### config.mk
export PLATFORM = sky130hd
export DESIGN_NAME = dot_result_router
export DESIGN_NICKNAME = d
export VERILOG_FILES = /design/src/rtl/dot_result_router.sv
export SDC_FILE = /design/constraint.sdc
export NUM_CORES = 1
export LEC_CHECK = 0
export ABC_AREA = 1
export CORE_UTILIZATION = 35
export DETAILED_ROUTE_END_ITERATION = 8
export PLACE_DENSITY = 0.67
export SLEW_MARGIN = 5
export SYNTH_ARGS = -nofsm -noshare
export SYNTH_HDL_FRONTEND = slang
export SYNTH_SLANG_ARGS = --single-unit
### constraint.sdc
create_clock -name clk -period 2.2 [get_ports clk]
set_clock_uncertainty 0.15 [all_clocks]
set_input_delay 0.33 -clock clk [delete_from_list [all_inputs] [get_ports clk]]
set_output_delay 0.33 -clock clk [all_outputs]
set_load 0.01 [all_outputs]
### src/rtl/dot_result_router.sv
// dot_result_router: consumer end of the shared 9-tap dot-product datapath.
// Each issued compute slot is tagged with its phase (conv for cnt 0..66,
// fully-connected for cnt 67, bubble otherwise). The tag travels down a
// LAT-deep delay line so it meets the dot result that belongs to it.
// Conv results are ReLU'd, shifted and clamped to 8 bits. FC results are
// summed with saturation and emitted once every FC_LEN FC slots.
//
// Handshake: there is no backpressure. conv_valid and fc_valid are
// single-cycle pulses that qualify their data outputs. The data outputs
// hold their last value while the valids are low.
module dot_result_router #(
  parameter int SUM_WIDTH = 21,
  parameter int LAT       = 2,
  parameter int SHIFT     = 7,
  parameter int FC_LEN    = 16,
  parameter int ACC_WIDTH = SUM_WIDTH + 5
) (
  input  logic                   clk,
  input  logic                   rst_n,
  input  logic                   en,
  input  logic [$clog2(69)-1:0]  cnt,
  input  logic                   clr,
  input  logic [SUM_WIDTH-1:0]   dot,
  output logic                   conv_valid,
  output logic [7:0]             conv_q,
  output logic [$clog2(69)-1:0]  conv_idx,
  output logic                   fc_valid,
  output logic [ACC_WIDTH-1:0]   fc_sum
);

  localparam int CW  = $clog2(69);
  localparam int FCW = (FC_LEN > 1) ? $clog2(FC_LEN) : 1;
  localparam logic [CW-1:0] LAST_CONV = CW'(66);
  localparam logic [CW-1:0] FC_SLOT   = CW'(67);

  // Tag delay line: one valid/fc/idx triple per pipeline stage.
  logic [LAT-1:0] r_tag_v;
  logic [LAT-1:0] r_tag_fc;
  logic [CW-1:0]  r_tag_idx [LAT];

  // FC accumulator state.
  logic [ACC_WIDTH-1:0] r_acc;
  logic [FCW-1:0]       r_fc_cnt;

  // Output registers.
  logic                 r_conv_valid;
  logic [7:0]           r_conv_q;
  logic [CW-1:0]        r_conv_idx;
  logic                 r_fc_valid;
  logic [ACC_WIDTH-1:0] r_fc_sum;

  // Tag entering this cycle: cnt 68 (and anything above) or en=0 is a bubble.
  logic w_in_v;
  logic w_in_fc;
  assign w_in_v  = en && ((cnt <= LAST_CONV) || (cnt == FC_SLOT));
  assign w_in_fc = (cnt == FC_SLOT);

  // Tag leaving the delay line this cycle; it pairs with the current dot.
  logic          w_ex_v;
  logic          w_ex_fc;
  logic [CW-1:0] w_ex_idx;
  assign w_ex_v   = r_tag_v[LAT-1];
  assign w_ex_fc  = r_tag_fc[LAT-1];
  assign w_ex_idx = r_tag_idx[LAT-1];

  // Conv requantisation: ReLU, arithmetic shift, clamp to 255.
  logic signed [SUM_WIDTH-1:0] w_shift;
  logic [7:0]                  w_conv_q;
  assign w_shift = $signed(dot) >>> SHIFT;

  // Select the 8-bit activation from the shifted dot.
  always_comb begin
    w_conv_q = w_shift[7:0];
    if (dot[SUM_WIDTH-1]) begin
      w_conv_q = 8'd0;
    end else if (|w_shift[SUM_WIDTH-1:8]) begin
      w_conv_q = 8'hFF;
    end
  end

  // FC accumulation with one guard bit to detect signed overflow.
  logic [ACC_WIDTH-1:0] w_dot_ext;
  logic [ACC_WIDTH:0]   w_sum;
  logic [ACC_WIDTH-1:0] w_acc_next;
  assign w_dot_ext = {{(ACC_WIDTH-SUM_WIDTH){dot[SUM_WIDTH-1]}}, dot};
  assign w_sum     = {r_acc[ACC_WIDTH-1], r_acc} + {w_dot_ext[ACC_WIDTH-1], w_dot_ext};

  // Clamp the sum to the signed ACC_WIDTH range.
  always_comb begin
    w_acc_next = w_sum[ACC_WIDTH-1:0];
    if (w_sum[ACC_WIDTH] != w_sum[ACC_WIDTH-1]) begin
      w_acc_next = w_sum[ACC_WIDTH] ? {1'b1, {(ACC_WIDTH-1){1'b0}}}
                                    : {1'b0, {(ACC_WIDTH-1){1'b1}}};
    end
  end

  logic w_fc_last;
  assign w_fc_last = (r_fc_cnt == FCW'(FC_LEN - 1));

  // Shift tags down the delay line; clr does not touch it.
  always_ff @(posedge clk or negedge rst_n) begin
    if (!rst_n) begin
      r_tag_v  <= '0;
      r_tag_fc <= '0;
      for (int i = 0; i < LAT; i++) r_tag_idx[i] <= '0;
    end else begin
      r_tag_v[0]   <= w_in_v;
      r_tag_fc[0]  <= w_in_fc;
      r_tag_idx[0] <= cnt;
      for (int i = 1; i < LAT; i++) begin
        r_tag_v[i]   <= r_tag_v[i-1];
        r_tag_fc[i]  <= r_tag_fc[i-1];
        r_tag_idx[i] <= r_tag_idx[i-1];
      end
    end
  end

  // Register the conv result when a conv tag exits.
  always_ff @(posedge clk or negedge rst_n) begin
    if (!rst_n) begin
      r_conv_valid <= 1'b0;
      r_conv_q     <= '0;
      r_conv_idx   <= '0;
    end else begin
      r_conv_valid <= 1'b0;
      if (w_ex_v && !w_ex_fc) begin
        r_conv_valid <= 1'b1;
        r_conv_q     <= w_conv_q;
        r_conv_idx   <= w_ex_idx;
      end
    end
  end

  // Accumulate FC results; clr wins over an FC tag exiting the same cycle.
  always_ff @(posedge clk or negedge rst_n) begin
    if (!rst_n) begin
      r_acc      <= '0;
      r_fc_cnt   <= '0;
      r_fc_valid <= 1'b0;
      r_fc_sum   <= '0;
    end else begin
      r_fc_valid <= 1'b0;
      if (clr) begin
        r_acc    <= '0;
        r_fc_cnt <= '0;
      end else if (w_ex_v && w_ex_fc) begin
        if (w_fc_last) begin
          r_fc_valid <= 1'b1;
          r_fc_sum   <= w_acc_next;
          r_acc      <= '0;
          r_fc_cnt   <= '0;
        end else begin
          r_acc    <= w_acc_next;
          r_fc_cnt <= r_fc_cnt + FCW'(1);
        end
      end
    end
  end

  assign conv_valid = r_conv_valid;
  assign conv_q     = r_conv_q;
  assign conv_idx   = r_conv_idx;
  assign fc_valid   = r_fc_valid;
  assign fc_sum     = r_fc_sum;

endmodule

==> results.json <==
{
  "post-route-period-util_pct": 107,
  "max_cap_violations": 0,
  "peakVddDrop_mv": 0.360,
  "cp-end-kind": "flop",
  "holdCritPathClass": "flop to flop",
  "cts_tree": "yes",
  "syn_area_um2": 5300,
  "cp_top_family": "simple AND/OR/NAND/NOR gates",
  "syn_avg_cell_area_um2": 7.49,
  "cts_max_level": 3,
  "critPathMaxStageDelay_ps": 430,
  "slew_headroom_pct": 67.8,
  "synthAdderAreaFrac_pct": 6.75,
  "path_clk_slew_ps": 70,
  "grt_pass1_vias": 5423,
  "gp_congestion": 0.886,
  "route.detailed.vias_per_inst": 4.86,
  "clkSinkCount": 91,
  "synth_simple_gate_area_share_pct": 32.4,
  "grt_max_degree": 92,
  "initial_core_util_pct": 36.2,
  "worst_pin_slew_ps": 483,
  "whs_ps": 201,
  "placed_area_um2": 7050,
  "slowest_stage": "dfrtp_1",
  "dp_hpwl_um": 11200,
  "die_y_um": 125,
  "clockBufferDepth": 2,
  "layout_commonest_cell": "nand2_1",
  "setup_ws_ps": -147,
  "rr_startpoint": "r_acc[22]",
  "power_density_nw_per_um2": 495,
  "synth_warnings": 0,
  "worstPathMaxFanout": 8,
  "die_x_um": 125,
  "grt_pass1_wl_um": 27000,
  "vias": 5368,
  "clkLatencyLatePin_ps": 370,
  "cp_data_arrival_time_ps": 2450,
  "wire_per_inst_um": 15.4,
  "ant_nets": 0,
  "syn2layout_area_growth_pct": 61.9,
  "totalWireLength_um": 17000,
  "grtUsageTotal_pct": 22.0,
  "rsz0062_at_grt": "yes",
  "antenna_found_initial": 0,
  "hold_viol_final": 0,
  "ys_ff_latch": 91,
  "finalPower_mw": 4.25,
  "cp_num_buf_inv": 2,
  "cts_buffers": 9,
  "numPortBuffers": 74,
  "min_period_ps": 2350,
  "status": "complete, but fails checks",
  "grt_overflow": 0,
  "min_from": "r_tag_idx[7]",
  "final_cell_mix": "nand2_1 (254), buf_4 (127), dfrtp_1 (90)",
  "drc": 12,
  "synthMuxAreaShare_pct": 0,
  "utilization_pct": 58.6,
  "nets": 975,
  "synth_nets": 768,
  "core_um2": 14600,
  "drive_above_1_share_pct": 33.8,
  "tns_ps": -5410,
  "cts-root-buf": "clkbuf_16",
  "io-pin-count": 75,
  "setup_viol": 52,
  "slew_violations": 0,
  "violations": "DRC, setup timing",
  "required_ps": 2310,
  "synth_top_family_by_area": "simple AND/OR/NAND/NOR gates",
  "worstPathCellList": "ha_4 > nand2_4 > nor3_4 > nand2_2 > inv_2 > nand2_4 > and2_4 > nand3_4 > nand2_4 > nand2_8 > clkbuf_16 > nand2_1 > nand2_1 > nand2_1",
  "core.rowCount": 44,
  "seq_area_frac_synth_pct": 42.9,
  "criticalPathCategory": "flop to flop",
  "first_pass_iters": 7,
  "synth_compound_area_share_pct": 8.89,
  "synth_xor_xnor_area_share_pct": 2.97,
  "die_area_um2": 15700,
  "synth_cell_types": 40,
  "worstSetupStartpointType": "flop",
  "antennaDiodeCount": 0,
  "startpoint": "r_acc[22]",
  "netlist_instances": 708,
  "final_area_um2": 8580,
  "drt_iter0_markers": 271,
  "leakage_nw": 4.31,
  "fmax_mhz": 426
}
==> where the power goes <==
part	internal (mW)	leakage, nW	switching (mW)
Combinational	0.412	2.99	0.418
Clock	0.819	0.153	0.792
Sequential	1.76	1.17	0.0458
==> metrics by stage <==
stage                     std cells  setup slack (ps)
after floorplan                 708              41.4
after global placement         1060              -717
after detailed placement       1060              -782
after CTS                      1094             -41.0
after global routing           1104              -252
final                          1104              -147
==> routing by layer <==
metal  wire, um  GRT usage [%]  up-vias
met2       8180           36.3       95
met1       7660           27.9     2560
met3        633           4.02       35
met5          0              0        -
met4        514           10.8        0
li1           -              -     2678
==> logic make-up (layout without fill, tap and decap cells) <==
family | count (synthesis) | count (layout)
compound gates | 77 | 77
xor+xnor | 18 | 18
fa+ha+maj | 28 | 28
buf+inv | 72 | 281
flops | 91 | 91
simple gates | 422 | 425
==> worst register-to-register path, delay by kind of cell (launching register included) <==
kind / cells / cell delay, ps
adders and majority gates: 1 / 330
buffers and inverters: 2 / 280
DFF: 1 / 430
and+or+nand+nor: 11 / 1050
==> what timing repair did <==
| action | in CTS | in global routing |
|---|---|---|
| hold buffers | 1 | 0 |
| cloned | 3 | 3 |
| pin swaps | 46 | 45 |
| endpoints found under the hold margin | 91 | 0 |
| endpoints found under the setup margin | 52 | 52 |
| gates resized for setup | 129 | 72 |
| buffers inserted | 14 | 7 |
==> final cells by class <==
cell class                      instances  area [um2]
Multi-Input combinational cell        548        3700
Timing Repair Buffer                  210        1860
Sequential cell                        91        2280
Clock buffer                            9         225
Clock inverter                          7        88.8
Tap cell                              184         230
Fill cell                            1239        6060
Inverter                               55         206
==> registers in the layout (all words and copies together) (netlist names) <==
name and count:
r_tag_fc 2, conv_q 8, r_acc 26, r_fc_cnt 4, fc_sum 26, r_tag_idx 7
w_ex_idx 7, fc_valid 1, r_tag_v 2, conv_idx 7, conv_valid 1
==> final timing paths <==
kind / slack (ps) / cells after the start / endpoint
worst min-delay path: 200 / 0 / w_ex_idx[0]
worst max-delay path: -150 / 14 / r_acc[6]
worst max register to register: -150 / 14 / r_acc[6]
min in group asynchronous: 400 / 3 / r_tag_idx[12]
worst min register to register: 200 / 0 / w_ex_idx[0]
max in group asynchronous: 1120 / 3 / r_acc[14]
==> Yosys cell counts <==
master    number  share of area, %
nand2_1      301                21
dfrtp_1       91                43
nor2_1        67               4.7
inv_1         53               3.8
ha_1          27               6.4
nand3_1       25               2.4
a21oi_1       22               2.1
o21ai_0       17               1.6
a31oi_1       16               1.9
xor2_1        15               2.5
o21bai_1      10               1.4
clkbuf_1       8              0.57
o21ai_2        7               1.2
nand4_1        6              0.71
buf_6          4              0.85
nor3_1         4              0.38
buf_2          3              0.28
nand2_2        3              0.35
nand2_4        3              0.64
xnor2_1        3              0.50
nand3_2        2              0.38
nor2_2         2              0.24
nor4_1         2              0.24
a21boi_0       1              0.14
a21oi_2        1              0.17
a22o_1         1              0.17
and2_1         1              0.12
and2_4         1              0.17
buf_1          1             0.071
buf_12         1              0.38
clkinv_1       1             0.071
fa_1           1              0.38
inv_2          1             0.071
nand3b_1       1              0.14
nor2_4         1              0.21
nor3_2         1              0.19
o211ai_1       1              0.14
o21a_1         1              0.14
or2_2          1              0.12
or4_1          1              0.14
Power figures use the tool's default switching activity.
